**src/rtl/encoder_8_3_seq.sv**
```systemverilog
// Sequential priority encoder: loads a request vector and streams
// the index of each set bit over a registered valid/ready output.
module encoder_8_3_seq #(
  parameter int WIDTH     = 8,
  parameter int IDXW      = 3,
  parameter bit LOW_FIRST = 1'b1
) (
  input  logic                       clka,
  input  logic                       rst,
  input  logic                       E,
  input  logic [WIDTH-1:0]           In,
  input  logic                       Rdy,
  output logic [IDXW-1:0]            Out,
  output logic                       V,
  output logic                       Busy,
  output logic [$clog2(WIDTH+1)-1:0] Cnt
);

  localparam int CW = $clog2(WIDTH+1);

  typedef enum logic {
    IDLE,
    DRAIN
  } state_t;

  state_t           state_q, state_n;
  logic [WIDTH-1:0] pend_q, pend_n;
  logic [IDXW-1:0]  out_q, out_n;
  logic             v_q, v_n;
  logic [CW-1:0]    cnt_q, cnt_n;
  logic [WIDTH-1:0] nxt;
  logic             accept;
  logic             load;

  function automatic logic [IDXW-1:0] enc(
    input logic [WIDTH-1:0] vec
  );
    logic [IDXW-1:0] r;
    r = '0;
    if (LOW_FIRST) begin
      for (int i = WIDTH-1; i >= 0; i--)
        if (vec[i]) r = IDXW'(i);
    end else begin
      for (int i = 0; i < WIDTH; i++)
        if (vec[i]) r = IDXW'(i);
    end
    return r;
  endfunction

  function automatic logic [CW-1:0] popcnt(
    input logic [WIDTH-1:0] vec
  );
    logic [CW-1:0] r;
    r = '0;
    for (int i = 0; i < WIDTH; i++)
      r = r + CW'(vec[i]);
    return r;
  endfunction

  always_comb begin
    state_n = state_q;
    pend_n  = pend_q;
    out_n   = out_q;
    v_n     = v_q;
    cnt_n   = cnt_q;
    load    = 1'b0;
    nxt     = pend_q & ~(WIDTH'(1) << out_q);
    accept  = v_q && Rdy;
    // a new vector is taken only when nothing is left after this edge
    unique case (state_q)
      IDLE:    load = E && (In != '0);
      DRAIN:   load = E && (In != '0) && accept
                      && (nxt == '0);
      default: load = 1'b0;
    endcase
    if (load) begin
      pend_n  = In;
      out_n   = enc(In);
      v_n     = 1'b1;
      cnt_n   = popcnt(In);
      state_n = DRAIN;
    end else if (accept) begin
      pend_n  = nxt;
      out_n   = enc(nxt);
      v_n     = nxt != '0;
      cnt_n   = cnt_q - CW'(1);
      state_n = (nxt != '0) ? DRAIN : IDLE;
    end
  end

  always_ff @(posedge clka) begin
    if (rst) begin
      state_q <= IDLE;
      pend_q  <= '0;
      out_q   <= '0;
      v_q     <= 1'b0;
      cnt_q   <= '0;
    end else begin
      state_q <= state_n;
      pend_q  <= pend_n;
      out_q   <= out_n;
      v_q     <= v_n;
      cnt_q   <= cnt_n;
    end
  end

  assign Out  = out_q;
  assign V    = v_q;
  assign Busy = v_q;
  assign Cnt  = cnt_q;

endmodule
```
**config.mk**
```make
export PLATFORM = sky130hd
export DESIGN_NAME = encoder_8_3_seq
export DESIGN_NICKNAME = d
export VERILOG_FILES = /design/src/rtl/encoder_8_3_seq.sv
export SDC_FILE = /design/constraint.sdc
export NUM_CORES = 1
export LEC_CHECK = 0
export CAP_MARGIN = 40
export CORE_ASPECT_RATIO = 0.8
export CORE_MARGIN = 2
export CORE_UTILIZATION = 50
export DETAILED_ROUTE_END_ITERATION = 6
export GPL_TIMING_DRIVEN = 0
export PLACE_DENSITY = 0.75
export SLEW_MARGIN = 10
export SYNTH_ARGS = -nofsm -noshare
export SYNTH_HDL_FRONTEND = slang
export SYNTH_SLANG_ARGS = --single-unit
```
**constraint.sdc**
```tcl
create_clock -name clka -period 9.46 [get_ports clka]
set_clock_uncertainty 0.2 [all_clocks]
set_input_delay 1.892 -clock clka [delete_from_list [all_inputs] [get_ports clka]]
set_output_delay 1.892 -clock clka [all_outputs]
set_load 0.03 [all_outputs]
```
Word level (Yosys, flattened, before mapping)
Cells that the tools add are included.

storage, ports and cells
  flip-flop bits (word level) = 17
  output and inout port bits = 9
  logic and storage cells = 53

cells by class
  $add $sub $neg = 8
  shift operators = 1
  muxes and demuxes = 28
  bitwise operators = 3
  reduce and logical (&&, ||, !) cells = 8

operator list
  kind                   count
  $mux W3                18
  $add A4 B1 Y4          4
  $mux W8                2
  $reduce_bool A8 Y1     2
  $and A8 B8 Y8          1
  $logic_not A8 Y1       1
  $mux W4                2
  $not A8 Y8             1
  $shl A1 B3 Y8 const A  1
  $mux W1                5
  $add A3 B1 Y4          1
  $logic_and A1 B1 Y1    4
  $sub A4 B1 Y4 const B  1
  $add A2 B1 Y3          1
  $add A1 B1 Y2          1
  $pmux W1 S2            1
  $reduce_bool A2 Y1     1
  $not A1 Y1             1

Depth between registers and ports, before layout
  depth after elaboration = 13
  mapped depth = 10
  gate-level depth less buffers = 10

Least setup slack after synthesis
Ideal clock, no wire load.

  path type = input -> register
  start = input In[0]
  end = register cnt_q[1] (netlist: Cnt[1])
  library setup time = 0.070 ns
  arrival time = 4.500 ns
  data required time = 9.190 ns
  setup slack = 4.690 ns
  cell stages on the path = 10
  path buffers = 0
  cell sequence = fa_1 > inv_1 > fa_1 > fa_1 > inv_1 > ha_1 > inv_1 > fa_1 > or3_1 > a21oi_1

between the ends
  word-level cells in the longest chain between the ends = 8
  elaborated cells on any way between the ends = 14

RTL lines
  what                         RTL line  source
  from (decl)                  11        input logic [WIDTH-1:0] In,
  $add A1 B1 Y2                56        r = r + CW'(vec[i]);
  $add A2 B1 Y3                56
  $add A3 B1 Y4                56
  $add A4 B1 Y4 (4 in series)  56
  $mux W4                      76        if (load) begin
  to (signal assigned)         103       cnt_q <= cnt_n;
  to (decl)                    30        logic [CW-1:0] cnt_q, cnt_n;

Several ways; a longest one is shown, not always the timed one.
A chain may end at the register's enable or synchronous reset.

Final worst setup path
Same ends and word-level chain as after synthesis.

==> summary.md <==
| Metric | Value |
|---|---|
| Largest net degree at the start of global routing | `11` |
| Vias per cell | `a little over 6` |
| N_diodes | `0` |
| DP HPWL | `2700 microns` |
| Synthesized-area fraction occupied by adder cells | `10.6%` |
| Synth top area cells | `dfxtp_1 24%, a21oi_1 6.0%, fa_1 6.0%` |
| Post-synthesis mux area share | `around 2.8%` |
| Period utilization | `between 50% and 60%` |
| Chip Height | `~50 microns` |
| Maximum root-to-sink buffer count | `2` |
| Synth warn | `0` |
| CP delay by family, top | `adder cells` |
| Hold Buf Count CTS | `0` |
| Hold crit path type | `flop to flop` |
| Busiest layer in global routing | `met2` |
| Final Hold Fails | `0` |
| FP Rows | `16` |
| Number of global-route vias before repair | `~1200` |
| Met1 Use GR | `around 37%` |
| Starting Density | `a little over half` |
| CP Capture Type | `flop` |
| Global Route Usage Sum | `24.6%` |
| Skew-Pair Late Insertion Delay | `slightly below 0.3 ns` |
| First-pass GRT wire length | `about 5700 microns` |
| Number of synthesized flops with an enable pin | `0` |
| Overflow left after global routing | `0` |
| Setup TNS | `0 ns` |
| Critical path's most frequent cell | `fa_1` |
| Root Buffer | `clkbuf_4` |
| Yosys top cell by area | `dfxtp_1` |
| Worst VDD drop | `0.0000735 V` |
| Final Max Tran Viols | `0` |
| Data required, critical path | `around 9.5 ns` |
| Drt pass-1 iters | `4` |
| Chip Width | `~62 microns` |
| Netlist cell types | `53` |
| Compound-Gate Fraction of Synth Area | `between 30 and 40%` |
| Clock sink count | `16` |
| Area fraction of the dominant cell type after synthesis | `a little under a quarter` |
| Max Freq | `~0.19 GHz` |
| Final core occ | `63.4%` |
| Total CTS buffers | `3` |
| Largest family of logic cells by synthesized area | `compound AO/OA/AOI/OAI gates` |
| Synth Area in XOR/XNOR | `~2.6%` |
| Antenna violations before repair | `0` |
| Crit path cell chain | `clkdlybuf4s50_1, fa_1, inv_1, fa_1, fa_1, inv_1, ha_1, inv_1, fa_1, or3_1, a21oi_1` |
| Highest net fanout along the worst path | `5` |
| Residual DRC | `0` |
| Post-synth ARST share | `0%` |
| Commonest non-fill, non-tap cells in the layout | `18 x inv_1, 18 x clkdlybuf4s50_1, 16 x dfxtp_1, 16 x a21oi_1, 9 x nor2_1` |
| Final setup fails | `0` |
| PostCTS Resize Cnt | `0` |
| Cells after Synth | `~160` |
| I/O Pins | `21` |
| Drt wl/cell | `roughly 16 microns` |
| Critical path class | `input pin to flop` |
| GR Util met3 | `around 2.6%` |
| CTS tree | `yes` |
| Share of cells above drive strength 1 | `9.78%` |
| Setup bufs post-CTS | `0` |
| RePlAce Congestion | `between 0.8 and 0.9` |
| Max_slew headroom | `between 60% and 70%` |
| LEAKAGE | `between 0.6 and 0.7 nW` |
| Fillers | `about 250` |
| DR iter-0 viols | `between 70 and 80` |
| PD cells | `133 nW/um^2` |
| CP max stage delay | `0.60 ns` |
| Worst EP arrival | `between 5 and 6 ns` |
| Synth Area in Simple Gates | `between 10% and 20%` |
| Nets | `around 210` |
| Syn Area/Cell | `8.22 sq um` |
| Final min period | `about 5.2 ns` |
| RSZ-0062 raised after global routing | `false` |
| Die area | `between 3000 and 4000 sq um` |
| CP Launch Type | `input pin` |
| Status | `complete, no violations` |
| Routed Antenna Nets | `0` |
| Synth Register Bits | `16` |
| Syn nets | `184` |
| Layout area overhead | `18.5%` |
| Seq/Total Area, Yosys | `23.9%` |
| Synth Flop Type | `dfxtp_1` |
| Core area | `around 2500 sq um` |
| H-tree levels | `1` |
| Max-Cap Viols | `0` |
| Worst Path Buf+Inv | `4` |
| Clock-pin slew on the worst setup and hold paths | `around 0.09 ns` |
| Worst-margin pin slew | `0.460 ns` |
| CP max-delay cell | `fa_1` |
| Synthesized area | `about 1300 sq um` |
| Port Buf Inserts | `18` |
| Vias | `1330` |
| Detailed-route wire length | `around 3500 microns` |
| Met2 Use GR | `between 30% and 40%` |
[final timing paths]
kind,from,to,slack (ns),depth (start not counted)
worst min-delay path,pend_q[0],pend_q[0],0.36,2
worst max register to register,Out[1],pend_q[5],7.04,7
worst max-delay path,In[0],Cnt[1],4.23,11
worst min register to register,pend_q[0],pend_q[0],0.36,2
[registers in the layout, summed over array words and instances (netlist names)]
| signal | count |
|---|---|
| Cnt | 4 |
| Out | 3 |
| state_q | 1 |
| pend_q | 8 |
[logic make-up after synthesis]
group,after synthesis
AOI/OAI and AO/OA,59
and+or+nand+nor,43
buffers and inverters,29
DFF,16
adders and majority gates,9
xor gates and xnor gates,4
muxes,3
[area by class of cell]
cell class / instances / area [sq um] / area share [%]
clock buffers: 3 / 22.5 / 1.42
inverters: 18 / 67.6 / 4.26
repair buffers: 18 / 180 / 11.3
well taps: 36 / 45.0 / 2.84
flip-flops and latches: 16 / 320 / 20.2
multi-input cells: 118 / 897 / 56.5
plain buffers: 11 / 55.1 / 3.47
[layer usage]
layer  up-vias  wire, microns
met5         -              0
met4         0             44
met3         5            220
met2        49           1590
met1       616           1620
li1        660              -
[worst reg2reg max path, cell delays in order (launching register included)]
cell and delay [ns]:
dfxtp_1 0.37, buf_2 0.24, nand2b_1 0.20, o22a_1 0.28, o41a_1 0.47, buf_2 0.22, o221ai_1 0.22, a21oi_1 0.10
[cell usage after synthesis, types with 2 or more instances]
cell,instances
or4_1,2
o21ai_0,2
o31a_1,2
dfxtp_1,16
buf_4,2
o21ai_1,5
nand2_1,6
fa_1,4
inv_1,18
clkbuf_1,3
o22ai_1,3
nor3_1,4
a21oi_1,16
ha_1,5
a311oi_1,2
nor2_1,9
nand2b_1,3
nand3_1,8
xnor2_1,2
a31oi_1,3
or3_1,2
o221ai_1,7
o22a_1,2
nor4_1,2
o32ai_1,2
buf_2,5
xor2_1,2
[through the flow]
step / total power, mW / hold WS, ns / std cells / cell area, sq um / worst slack (ns)
floorplan: 0.145 / 0.293 / 163 / 1340 / 4.69
detailed placement: 0.175 / 0.345 / 217 / 1570 / 3.94
CTS: 0.210 / 0.358 / 220 / 1590 / 4.23
global placement: 0.172 / 0.323 / 217 / 1570 / 4.05
finish: 0.211 / 0.360 / 220 / 1590 / 4.23
global route: 0.223 / 0.381 / 220 / 1590 / 4.09
[power breakdown]
group | internal (mW) | leakage, nW | switching (mW)
clock network | 0.0148 | 0.0138 | 0.0209
registers | 0.0737 | 0.132 | 0.00836
logic | 0.0413 | 0.455 | 0.0516
(Power assumes the default switching activity.)
